`src/rtl/iis_controller.sv`:
```
// rtl/iis_controller.sv - full-duplex I2S port with master/slave clocking and 8-entry sample FIFOs

module iis_fifo (
    input  logic        clk,
    input  logic        rstn,
    input  logic        clear,
    input  logic        push,
    input  logic        pop,
    input  logic [2:0]  depth,
    input  logic [31:0] wdata,
    output logic [31:0] rdata,
    output logic [3:0]  count,
    output logic        full,
    output logic        empty
);
    logic [31:0] mem [8];
    logic [2:0]  wptr;
    logic [2:0]  rptr;
    logic        do_push;
    logic        do_pop;
    logic [3:0]  depth_eff;

    assign depth_eff = (depth == 3'd0) ? 4'd8 : {1'b0, depth};
    assign do_push   = push && (count != 4'd8);
    assign do_pop    = pop && (count != 4'd0);
    assign empty     = (count == 4'd0);
    assign full      = (count >= depth_eff);
    assign rdata     = empty ? 32'd0 : mem[rptr];

    // Storage array; unread slots need no reset because the head is masked when empty
    always_ff @(posedge clk) begin
        if (do_push && !clear) mem[wptr] <= wdata;
    end

    // Pointer and occupancy bookkeeping; clear wins over same-cycle push/pop
    always_ff @(posedge clk or negedge rstn) begin
        if (!rstn) begin
            wptr  <= 3'd0;
            rptr  <= 3'd0;
            count <= 4'd0;
        end else if (clear) begin
            wptr  <= 3'd0;
            rptr  <= 3'd0;
            count <= 4'd0;
        end else begin
            if (do_push) wptr <= wptr + 3'd1;
            if (do_pop)  rptr <= rptr + 3'd1;
            if (do_push && !do_pop)      count <= count + 4'd1;
            else if (do_pop && !do_push) count <= count - 4'd1;
        end
    end
endmodule

module iis_controller (
    input  logic        clk,
    input  logic        rstn,
    input  logic        test_se,
    input  logic        enable,
    input  logic        enable_master,
    input  logic [31:0] bdiv,
    input  logic [31:0] lrbdiv,
    input  logic [3:0]  msb_delay_bits,
    input  logic        bclk_i,
    input  logic        lrclk_i,
    output logic        bclk_o,
    output logic        lrclk_o,
    input  logic        enable_tx,
    input  logic        tx_bpol,
    input  logic        tx_lrpol,
    input  logic [31:0] tx_data_l,
    input  logic [31:0] tx_data_r,
    input  logic        tx_data_fill,
    input  logic        tx_data_clear,
    input  logic [2:0]  tx_data_depth,
    output logic        tx_data_l_full,
    output logic        tx_data_l_empty,
    output logic        tx_data_r_full,
    output logic        tx_data_r_empty,
    output logic [3:0]  tx_data_l_count,
    output logic [3:0]  tx_data_r_count,
    output logic        tx,
    input  logic        enable_rx,
    input  logic        rx_bpol,
    input  logic        rx_lrpol,
    input  logic        rx,
    output logic [31:0] rx_data_l,
    output logic [31:0] rx_data_r,
    input  logic        rx_data_drain,
    input  logic        rx_data_clear,
    input  logic [2:0]  rx_data_depth,
    output logic        rx_data_l_full,
    output logic        rx_data_l_empty,
    output logic        rx_data_r_full,
    output logic        rx_data_r_empty,
    output logic [3:0]  rx_data_l_count,
    output logic [3:0]  rx_data_r_count
);
    logic unused_test_se;
    assign unused_test_se = test_se;

    // Bit k of a slot lives in bclk period delay+k; anything outside 0..31 is silence
    function automatic logic slot_bit(input logic [31:0] w, input logic [5:0] p, input logic [3:0] d);
        logic [6:0] k;
        logic       r;
        k = {1'b0, p} - {3'b000, d};
        r = 1'b0;
        if (({1'b0, p} >= {3'b000, d}) && (k < 7'd32)) r = w[5'd31 - k[4:0]];
        return r;
    endfunction

    function automatic logic [31:0] slot_set(input logic [31:0] w, input logic [5:0] p, input logic [3:0] d, input logic b);
        logic [6:0]  k;
        logic [31:0] r;
        k = {1'b0, p} - {3'b000, d};
        r = w;
        if (({1'b0, p} >= {3'b000, d}) && (k < 7'd32)) r[5'd31 - k[4:0]] = b;
        return r;
    endfunction

    logic        run_m, run_s;
    logic [31:0] bdiv_eff, half, lrbdiv_eff;
    logic [31:0] m_cnt, m_bcnt;
    logic        m_lr, m_rise, m_fall, m_tog;
    logic [2:0]  sb, sl;
    logic [1:0]  sr;
    logic        b_rise, b_fall, lr_rise, lr_fall, rx_bit;

    assign run_m      = enable && enable_master;
    assign run_s      = enable && !enable_master;
    assign bdiv_eff   = (bdiv < 32'd2) ? 32'd2 : bdiv;
    assign half       = bdiv_eff >> 1;
    assign lrbdiv_eff = (lrbdiv == 32'd0) ? 32'd1 : lrbdiv;

    assign m_rise  = run_m && (m_cnt == half - 32'd1);
    assign m_fall  = run_m && (m_cnt >= bdiv_eff - 32'd1);
    assign m_tog   = m_fall && (m_bcnt >= lrbdiv_eff - 32'd1);
    assign bclk_o  = run_m && (m_cnt >= half);
    assign lrclk_o = run_m && m_lr;

    // Master clock divider: bclk from the cycle counter, lrclk flips on a bclk falling edge
    always_ff @(posedge clk or negedge rstn) begin
        if (!rstn) begin
            m_cnt  <= 32'd0;
            m_bcnt <= 32'd0;
            m_lr   <= 1'b0;
        end else if (!run_m) begin
            m_cnt  <= 32'd0;
            m_bcnt <= 32'd0;
            m_lr   <= 1'b0;
        end else begin
            m_cnt <= m_fall ? 32'd0 : m_cnt + 32'd1;
            if (m_fall) m_bcnt <= m_tog ? 32'd0 : m_bcnt + 32'd1;
            if (m_tog)  m_lr <= !m_lr;
        end
    end

    // Slave pin synchronizers; third bclk/lrclk stage is the edge-detect history
    always_ff @(posedge clk or negedge rstn) begin
        if (!rstn) begin
            sb <= 3'd0;
            sl <= 3'd0;
            sr <= 2'd0;
        end else begin
            sb <= {sb[1:0], bclk_i};
            sl <= {sl[1:0], lrclk_i};
            sr <= {sr[0], rx};
        end
    end

    assign b_rise  = m_rise | (run_s && sb[1] && !sb[2]);
    assign b_fall  = m_fall | (run_s && !sb[1] && sb[2]);
    assign lr_rise = (m_tog && !m_lr) | (run_s && sl[1] && !sl[2]);
    assign lr_fall = (m_tog && m_lr) | (run_s && !sl[1] && sl[2]);
    assign rx_bit  = enable_master ? rx : sr[1];

    // Transmit side
    logic        tx_active, tx_ev, tx_left, tx_right, tx_pop, tx_fill_ok;
    logic        tx_started, tx_in_right, tx_q;
    logic [5:0]  tx_pidx;
    logic [31:0] tx_word_l, tx_word_r, tl_head, tr_head, new_l, new_r;

    assign tx_active  = enable && enable_tx;
    assign tx_ev      = tx_bpol ? b_rise : b_fall;
    assign tx_left    = tx_lrpol ? lr_rise : lr_fall;
    assign tx_right   = tx_lrpol ? lr_fall : lr_rise;
    assign tx_pop     = tx_active && tx_left && !tx_data_l_empty && !tx_data_r_empty;
    assign tx_fill_ok = tx_data_fill && !tx_data_l_full && !tx_data_r_full;
    assign new_l      = tx_pop ? tl_head : 32'd0;
    assign new_r      = tx_pop ? tr_head : 32'd0;
    assign tx         = tx_q;

    // Serializer: a slot edge that coincides with a transmit edge drives period 0 immediately
    always_ff @(posedge clk or negedge rstn) begin
        if (!rstn) begin
            tx_started <= 1'b0; tx_in_right <= 1'b0; tx_q <= 1'b0;
            tx_pidx <= 6'd0; tx_word_l <= 32'd0; tx_word_r <= 32'd0;
        end else if (!tx_active) begin
            tx_started <= 1'b0; tx_in_right <= 1'b0; tx_q <= 1'b0;
            tx_pidx <= 6'd0; tx_word_l <= 32'd0; tx_word_r <= 32'd0;
        end else if (tx_left) begin
            tx_started  <= 1'b1;
            tx_in_right <= 1'b0;
            tx_word_l   <= new_l;
            tx_word_r   <= new_r;
            if (tx_ev) tx_q <= slot_bit(new_l, 6'd0, msb_delay_bits);
            tx_pidx <= tx_ev ? 6'd1 : 6'd0;
        end else if (tx_right && tx_started) begin
            tx_in_right <= 1'b1;
            if (tx_ev) tx_q <= slot_bit(tx_word_r, 6'd0, msb_delay_bits);
            tx_pidx <= tx_ev ? 6'd1 : 6'd0;
        end else if (tx_ev && tx_started) begin
            tx_q    <= slot_bit(tx_in_right ? tx_word_r : tx_word_l, tx_pidx, msb_delay_bits);
            tx_pidx <= (tx_pidx == 6'd63) ? tx_pidx : tx_pidx + 6'd1;
        end
    end

    // Receive side
    logic        rx_active, rx_ev, rx_left, rx_right, rx_push, rx_drain_ok;
    logic        rx_started, rx_in_right;
    logic [5:0]  rx_pidx;
    logic [31:0] rx_cur, rx_l_hold, rx_word;

    assign rx_active   = enable && enable_rx;
    assign rx_ev       = rx_bpol ? b_rise : b_fall;
    assign rx_left     = rx_lrpol ? lr_rise : lr_fall;
    assign rx_right    = rx_lrpol ? lr_fall : lr_rise;
    assign rx_word     = (rx_ev && rx_started) ? slot_set(rx_cur, rx_pidx, msb_delay_bits, rx_bit) : rx_cur;
    assign rx_push     = rx_active && rx_left && rx_started && rx_in_right && !rx_data_l_full && !rx_data_r_full;
    assign rx_drain_ok = rx_data_drain && !rx_data_l_empty && !rx_data_r_empty;

    // Deserializer: a capture edge on a slot boundary still belongs to the slot that is ending
    always_ff @(posedge clk or negedge rstn) begin
        if (!rstn) begin
            rx_started <= 1'b0; rx_in_right <= 1'b0; rx_pidx <= 6'd0;
            rx_cur <= 32'd0; rx_l_hold <= 32'd0;
        end else if (!rx_active) begin
            rx_started <= 1'b0; rx_in_right <= 1'b0; rx_pidx <= 6'd0;
            rx_cur <= 32'd0; rx_l_hold <= 32'd0;
        end else if (rx_left) begin
            rx_started  <= 1'b1;
            rx_in_right <= 1'b0;
            rx_cur      <= 32'd0;
            rx_pidx     <= 6'd0;
        end else if (rx_right && rx_started) begin
            rx_l_hold   <= rx_word;
            rx_in_right <= 1'b1;
            rx_cur      <= 32'd0;
            rx_pidx     <= 6'd0;
        end else if (rx_ev && rx_started) begin
            rx_cur  <= rx_word;
            rx_pidx <= (rx_pidx == 6'd63) ? rx_pidx : rx_pidx + 6'd1;
        end
    end

    iis_fifo u_tx_l (.clk(clk), .rstn(rstn), .clear(tx_data_clear), .push(tx_fill_ok), .pop(tx_pop),
                     .depth(tx_data_depth), .wdata(tx_data_l), .rdata(tl_head), .count(tx_data_l_count),
                     .full(tx_data_l_full), .empty(tx_data_l_empty));
    iis_fifo u_tx_r (.clk(clk), .rstn(rstn), .clear(tx_data_clear), .push(tx_fill_ok), .pop(tx_pop),
                     .depth(tx_data_depth), .wdata(tx_data_r), .rdata(tr_head), .count(tx_data_r_count),
                     .full(tx_data_r_full), .empty(tx_data_r_empty));
    iis_fifo u_rx_l (.clk(clk), .rstn(rstn), .clear(rx_data_clear), .push(rx_push), .pop(rx_drain_ok),
                     .depth(rx_data_depth), .wdata(rx_l_hold), .rdata(rx_data_l), .count(rx_data_l_count),
                     .full(rx_data_l_full), .empty(rx_data_l_empty));
    iis_fifo u_rx_r (.clk(clk), .rstn(rstn), .clear(rx_data_clear), .push(rx_push), .pop(rx_drain_ok),
                     .depth(rx_data_depth), .wdata(rx_word), .rdata(rx_data_r), .count(rx_data_r_count),
                     .full(rx_data_r_full), .empty(rx_data_r_empty));
endmodule

```
`config.mk`:
```
export PLATFORM = sky130hd
export DESIGN_NAME = iis_controller
export DESIGN_NICKNAME = d
export VERILOG_FILES = /design/src/rtl/iis_controller.sv
export SDC_FILE = /design/constraint.sdc
export NUM_CORES = 2
export LEC_CHECK = 0
export ABC_AREA = 1
export CAP_MARGIN = 40
export CORE_UTILIZATION = 44
export CTS_CLUSTER_SIZE = 8
export DETAILED_ROUTE_END_ITERATION = 8
export SLEW_MARGIN = 20
export SYNTH_ARGS = -nofsm -noshare
export SYNTH_HDL_FRONTEND = slang
export SYNTH_HIERARCHICAL = 1
export SYNTH_SLANG_ARGS = --single-unit
export TNS_END_PERCENT = 30
```
`constraint.sdc`:
```
create_clock -name clk -period 4.74 [get_ports clk]
set_input_delay 0.948 -clock clk [delete_from_list [all_inputs] [get_ports clk]]
set_output_delay 0.948 -clock clk [all_outputs]
set_load 0.02 [all_outputs]
```
======== Yosys cells after proc, flatten, opt, wreduce, memory -nomap -nowiden ========
Memories as Yosys holds them, arrays and structs flattened.
Index checks and enable logic that the tools add are counted.
storage, ports and cells
  RAM bits ................................ 1,024
  bits in latches ......................... 0
  memories kept ........................... 4
  bits in registers ....................... 258
  ROM bits ................................ 0
memory list
  memory      words  width  rd ports  clocked after memory_dff  write ports  line  RTL
  u_rx_l.mem  8      32     1         0                         1            16    logic [31:0] mem [8];
  u_rx_r.mem  8      32     1         0                         1            16
  u_tx_l.mem  8      32     1         0                         1            16
  u_tx_r.mem  8      32     1         0                         1            16
cells by class
  multiply operators ...................... 0
  equal/unequal tests ..................... 21
  div/mod/pow operators ................... 0
  shift-type cells ........................ 0
  order comparisons ....................... 18
  reductions and logical operators ........ 110
  bitwise gates (word level) .............. 4
  multiplexer cells ....................... 113
  add/sub/neg operators ................... 29
operators with widths
  operator                 number
  $mux W32                 27
  $add A32 B1 Y32 const B  2
  $ge A32 B32 Y1           2
  $sub A32 B1 Y32 const B  2
  $mux W6                  10
  $logic_and A1 B1 Y1      59
  $mux W4                  14
  $mux W3                  16
  $mux W1                  41
  $bwmux W32               1
  $eq A32 B32 Y1           1
  $ge A32 B31 Y1           1
  $logic_not A32 Y1        1
  $lt A32 B2 Y1 const B    1
  $sub A31 B1 Y32 const B  1
  $add A3 B1 Y3 const B    8
  $logic_not A1 Y1         24
  $ne A4 B4 Y1 const B     6
  $lt A7 B6 Y1 const B     3
  $lt A5 B6 Y1 const B     3
  $add A4 B1 Y4 const B    4
  $ge A4 B4 Y1             4
  $logic_not A4 Y1         4
  $reduce_bool A2 Y1       8
  other kinds (22)         52

======== Longest topological paths before layout ========
  depth in word-level cells ............... 20
  depth in mapped cells ................... 43
  mapped depth without buffers ............ 41

======== Cells and area by module ========
The synthesis kept the hierarchy.
by module, submodules not included
  module                 times used  area each (µm²)  cells an instance  seq. area each (µm²)
  iis_fifo (u_rx_l ...)  3           10,795.4         827                7,937.6
  iis_controller         1           16,498.3         2,282              5,455.2
  iis_fifo (u_rx_r)      1           10,796.6         827                7,937.6

======== Worst setup path before layout ========
Ideal clock, no wire load.
  path type ............................... input to register
  start ................................... in bdiv[9]
  end ..................................... mem u_rx_l.mem[0][0] (enable)
  data arrival time ....................... 6.748 ns
  path slack .............................. -2.429 ns
  cell stages on the path ................. 34
  data required time ...................... 4.319 ns
  setup time .............................. 0.421 ns
  cells stage by stage .................... buf_2 > nor2_1 > nand2_1 > nor2_2 > nand3_2 > nor2_4 > inv_1 > nand2_1 > ha_1 > nand2_1 > nor2_1 > nand3_1 > nor2_1 > nand2_1 > xor2_1 > ha_1 > nand2_1 > o21ai_0 > nand2_1 > nand2_1 > a21oi_1 > a21oi_1 > nand3_1 > nand2_1 > inv_1 > nand2_1 > o21ai_0 > inv_1 > nand4_1 > nor3_1 > nand2_1 > nor2_1 > nand2_1 > nor2_1
on the way
  longest elaborated chain between the ends .. 18
RTL lines
  what                                    line      RTL
  start, declared                         60        input logic [31:0] bdiv,
  $lt A32 B2 Y1                           130       assign bdiv_eff = (bdiv < 32'd2) ? 32'd2 : bdiv;
  $mux W32 *                              130
  $sub A32 B1 Y32 *                       135       assign m_fall = run_m && (m_cnt >= bdiv_eff - 32'd1);
  $ge A32 B32 Y1 *                        135
  $logic_and A1 B1 Y1 *                   135
  $logic_and A1 B1 Y1 *                   136       assign m_tog = m_fall && (m_bcnt >= lrbdiv_eff - 32'd1);
  $logic_and A1 B1 Y1 (on tied branches)  173, 172
  $or A1 B1 Y1 (on tied branches)         173, 172
  $mux W1 *                               225       assign rx_left = rx_lrpol ? lr_rise : lr_fall;
  $logic_and A1 B1 Y1 * (5 in series)     228       assign rx_push = rx_active && rx_left && rx_started && rx_in_right && !rx_data_l_full && !rx_data_r_full;
  via rx_push                             218       logic rx_active, rx_ev, rx_left, rx_right, rx_push, rx_drain_ok;
  $logic_and A1 B1 Y1 *                   24        assign do_push = push && (count != 4'd8);
  $logic_and A1 B1 Y1 *                   32        if (do_push && !clear) mem[wptr] <= wdata;
  $mux W1 *                               32
  $mux W1 (implied by the code) *         32
  end, declared                           16
The timed path passes the listed nets; every way through them passes the cells marked *.

======== Worst setup path in the final report ========
  start ................................... in bdiv[11]
  end ..................................... mem u_rx_l.mem[2][31] (enable)
The elaborated chain is that of the path after synthesis.

==> impl_metrics.csv <==
group,metric,value,unit
synth,yosys-top-cells-count,"nor2_1 (1,042), edfxtp_1 (1,024), o21ai_0 (717), nand2_1 (670), inv_1 (321)",
cts,postCtsHoldBufs,0,
place,placed_area,0.0676,mm^2
sta,setup_ws,-872,ps
final_layout,instances_no_fill,8286,
power,p_leak,28.4,nW
place,dpl.hpwl,104,mm
synth,yosysSeqAreaShare,62.3,%
sta,hold_ws,105,ps
power,powerDensity,413,mW/mm^2
global_routing,grt_max_degree,130,
floorplan,rows,134,
floorplan,die_y,370,um
global_routing,grt_pass1_vias,43600,
cts,cts_tree,"done",
floorplan,start_util,44.6,%
sta,fin_worst_skew,53.8,ps
power,clkPwrFrac,38.1,%
power,netSwitchingFraction,30.0,%
critical_path,arrival,6110,ps
synth,synth_ff_type,"edfxtp_1",
route,antenna_left,0,
cts,clk_pin_slew,50,ps
synth,synth-edff-count,1024,
global_routing,grt_usage,23.9,%
sta,fin_tns_setup,-423790,ps
cts,cts.sinks,1282,
synth,ys_ff_latch,1282,
power,combPwrFrac,21.5,%
final_layout,nFillCells,11000,
final_layout,fin_nets,6712,
place,port_buffers,245,
sta,rsz0062_at_grt,"true",
sta,min_period,5610,ps
critical_path,r2r_cells,29,
run_status,violations,"negative setup slack",
global_routing,grt-ovfl-total,0,
place,dp.cells,7785,
sta,setup_violations,869,
floorplan,dieWidth,370,um
power,p_int,21.9,mW
power,ir_drop,0.000393,V
synth,synth_fp_nets,5896,
route,vias,44700,
synth,ys_async_sr_fraction,20.1,%
job,maxCapViolCount,0,
route,wire_per_inst,20.1,um
sta,fin_crit_sh,118,%
critical_path,required,5240,ps
power,total_power,31.4,mW
floorplan,die-area,0.137,mm^2
power,power_switching,9.42,mW
sta,hold_violations,0,
global_routing,antenna_found_initial,15,
critical_path,end_kind,"flop",
sta,max_slew_margin,44.7,%
cts,worstSkewPairLatency,800,ps
synth,ys_types,59,
cts,cts.htree.levels,4,
sta,worst_pin_slew,829,ps
cts,cts_buffer_depth,3,
critical_path,slowest_stage,"ha_1",
power,seqPwrFrac,40.3,%
place,gp_congestion,0.917,
synth,ys_warn_count,6,
route,drt_iter0_drc,3805,
route,vias_per_cell,5.39,
synth,ys_top_cells_by_area,"edfxtp_1 (52%), dfrtp_1 (11%), nor2_1 (6.6%)",
floorplan,fp.coreArea,0.134,mm^2
critical_path,start_kind,"primary input",
critical_path,crit_fanout,6,
cts,root_buffer,"clkbuf_16",
synth,synth.most_common_cell,"nor2_1",
final_layout,final_cell_area,0.0759,mm^2
final_layout,drive_gt1_share,18.1,%
route,drc,0,
run_status,status,"complete, but fails checks",
route,dr.pass1.iters,6,
critical_path,critPathKind,"primary input to flop",
synth,synth.top_cell.area_share,51.5,%
place,dp_slack,-2050,ps
critical_path,cpMostUsedCell,"nor2_4",
synth,netlist_instances,5590,
global_routing,grt_first_pass_wirelength,253,mm
sta,fmax,0.178,GHz
sta,slew_violations,0,
synth,avgSynthCellArea,10.7,um^2
final_layout,final_core_util,56.7,%
synth,synth_top_area_cell,"edfxtp_1",
worst_hold_path,hp-class,"primary input to asynchronous set/reset pin",
route,wl,167,mm
synth,synthesis.area,0.0597,mm^2
critical_path,slowest_delay,310,ps
final_layout,syn2layout_area_growth,27.2,%
floorplan,io_pins,247,
cts,numCtsBuffers,180,
==> per-layer routing <==
metal / share of wire, % / global-route usage (%) / up-vias
li1: - / - / 21300
met1: 43 / 32.0 / 21800
met2: 49 / 40.0 / 1364
met3: 6.2 / 4.06 / 257
met4: 2.1 / 6.48 / 20
met5: 0.074 / 0 / -
==> registers in the layout, summed over array words and instances (netlist names), 4 cells and up <==
| register | flops |
|---|---|
| u_tx_l/mem | 256 |
| u_rx_r/mem | 256 |
| u_rx_r/count | 4 |
| rx_pidx | 6 |
| u_tx_l/count | 4 |
| m_bcnt | 32 |
| m_cnt | 32 |
| tx_word_r | 32 |
| u_tx_r/mem | 256 |
| u_rx_l/count | 4 |
| tx_word_l | 32 |
| u_tx_r/count | 4 |
| u_rx_l/mem | 256 |
| rx_cur | 32 |
| tx_pidx | 6 |
| rx_l_hold | 32 |
==> logic make-up (layout without fill, tap and decap cells) <==
group | Yosys count | after routing | share of synthesized area [%]
xor+xnor | 141 | 141 | 2.07
simple gates | 2056 | 2056 | 14.2
fa+ha+maj | 150 | 150 | 3.22
mux | 129 | 129 | 2.16
buf+inv | 601 | 1525 | 4.60
other cells | 0 | 4 | 0
compound gates | 1231 | 1231 | 11.4
flops | 1282 | 1282 | 62.3
==> critical path, delay by kind of cell <==
family / cells / cell delay, ps
XOR/XNOR: 1 / 200
buffers and inverters: 11 / 1260
adder cells (fa/ha/maj): 2 / 470
AND/OR/NAND/NOR: 24 / 2850
AO/OA/AOI/OAI: 2 / 350
==> cells in the final DEF (no fill, tap or decap), types with 26 or more instances in the layout <==
master | synthesis | layout
nand4_1 | 49 | 49
xnor2_1 | 27 | 27
nand2_1 | 670 | 635
buf_12 | 12 | 94
o21ai_0 | 717 | 713
nor2_1 | 1042 | 961
clkbuf_1 | 127 | 91
a32o_1 | 38 | 38
inv_2 | 14 | 26
inv_1 | 321 | 309
mux2i_1 | 129 | 128
o22ai_1 | 128 | 128
ha_1 | 144 | 138
nand3_1 | 139 | 127
nor2_4 | 4 | 60
nor2_2 | 12 | 37
dfrtp_1 | 258 | 250
buf_4 | 27 | 494
o21ai_1 | 110 | 112
nand2_2 | 22 | 45
clkdlybuf4s50_1 | 0 | 180
nor3_1 | 54 | 47
clkbuf_2 | 17 | 26
o21ai_2 | 25 | 26
edfxtp_1 | 1024 | 1024
clkbuf_16 | 0 | 197
xor2_1 | 114 | 114
a21oi_1 | 148 | 142
==> worst paths after layout <==
path | startpoint | endpoint | slack [ps]
min in group clk | sl[0]$_DFF_PN0_ | sl[1]$_DFF_PN0_ | 350
max reg2reg | m_cnt[15]$_DFF_PN0_ | u_rx_l/mem[2][31]$_DFFE_PP_ | 600
max | bdiv[11] | u_rx_l/mem[2][31]$_DFFE_PP_ | -870
min reg2reg | sl[0]$_DFF_PN0_ | sl[1]$_DFF_PN0_ | 350
min | rstn | u_tx_l/wptr[2]$_DFFE_PN0P_ | 110
max in group asynchronous | rstn | u_rx_r/rptr[1]$_DFFE_PN0P_ | 3470
==> timing repair <==
item | CTS | global route
resized for setup | 285 | 118
hold endpoints to repair | 0 | 0
setup endpoints to repair | 951 | 954
cloned | 20 | 20
buffers inserted | 147 | 27
pin swaps | 103 | 98
==> power groups by stage <==
stage | Clock (mW) | Sequential [mW] | Combinational, mW
after floorplan | 0 | 12.8 | 3.79
after global placement | 0 | 12.9 | 6.58
after detailed placement | 0 | 12.9 | 6.65
after CTS | 12.2 | 12.7 | 6.75
after global routing | 12.7 | 12.7 | 7.34
final | 12.0 | 12.7 | 6.75
==> final cells by class <==
| class | count | area [um^2] | area share [%] |
|---|---|---|---|
| clock buffers | 273 | 4880 | 6.43 |
| flip-flops and latches | 1282 | 37200 | 49.1 |
| well taps | 1768 | 2210 | 2.91 |
| clock inverters | 17 | 414 | 0.546 |
| repair buffers | 898 | 9160 | 12.1 |
| inverters | 337 | 1270 | 1.67 |
| diodes | 4 | 10.0 | 0.0132 |
| multi-input cells | 3707 | 20700 | 27.3 |
(Power assumes the default switching activity.)
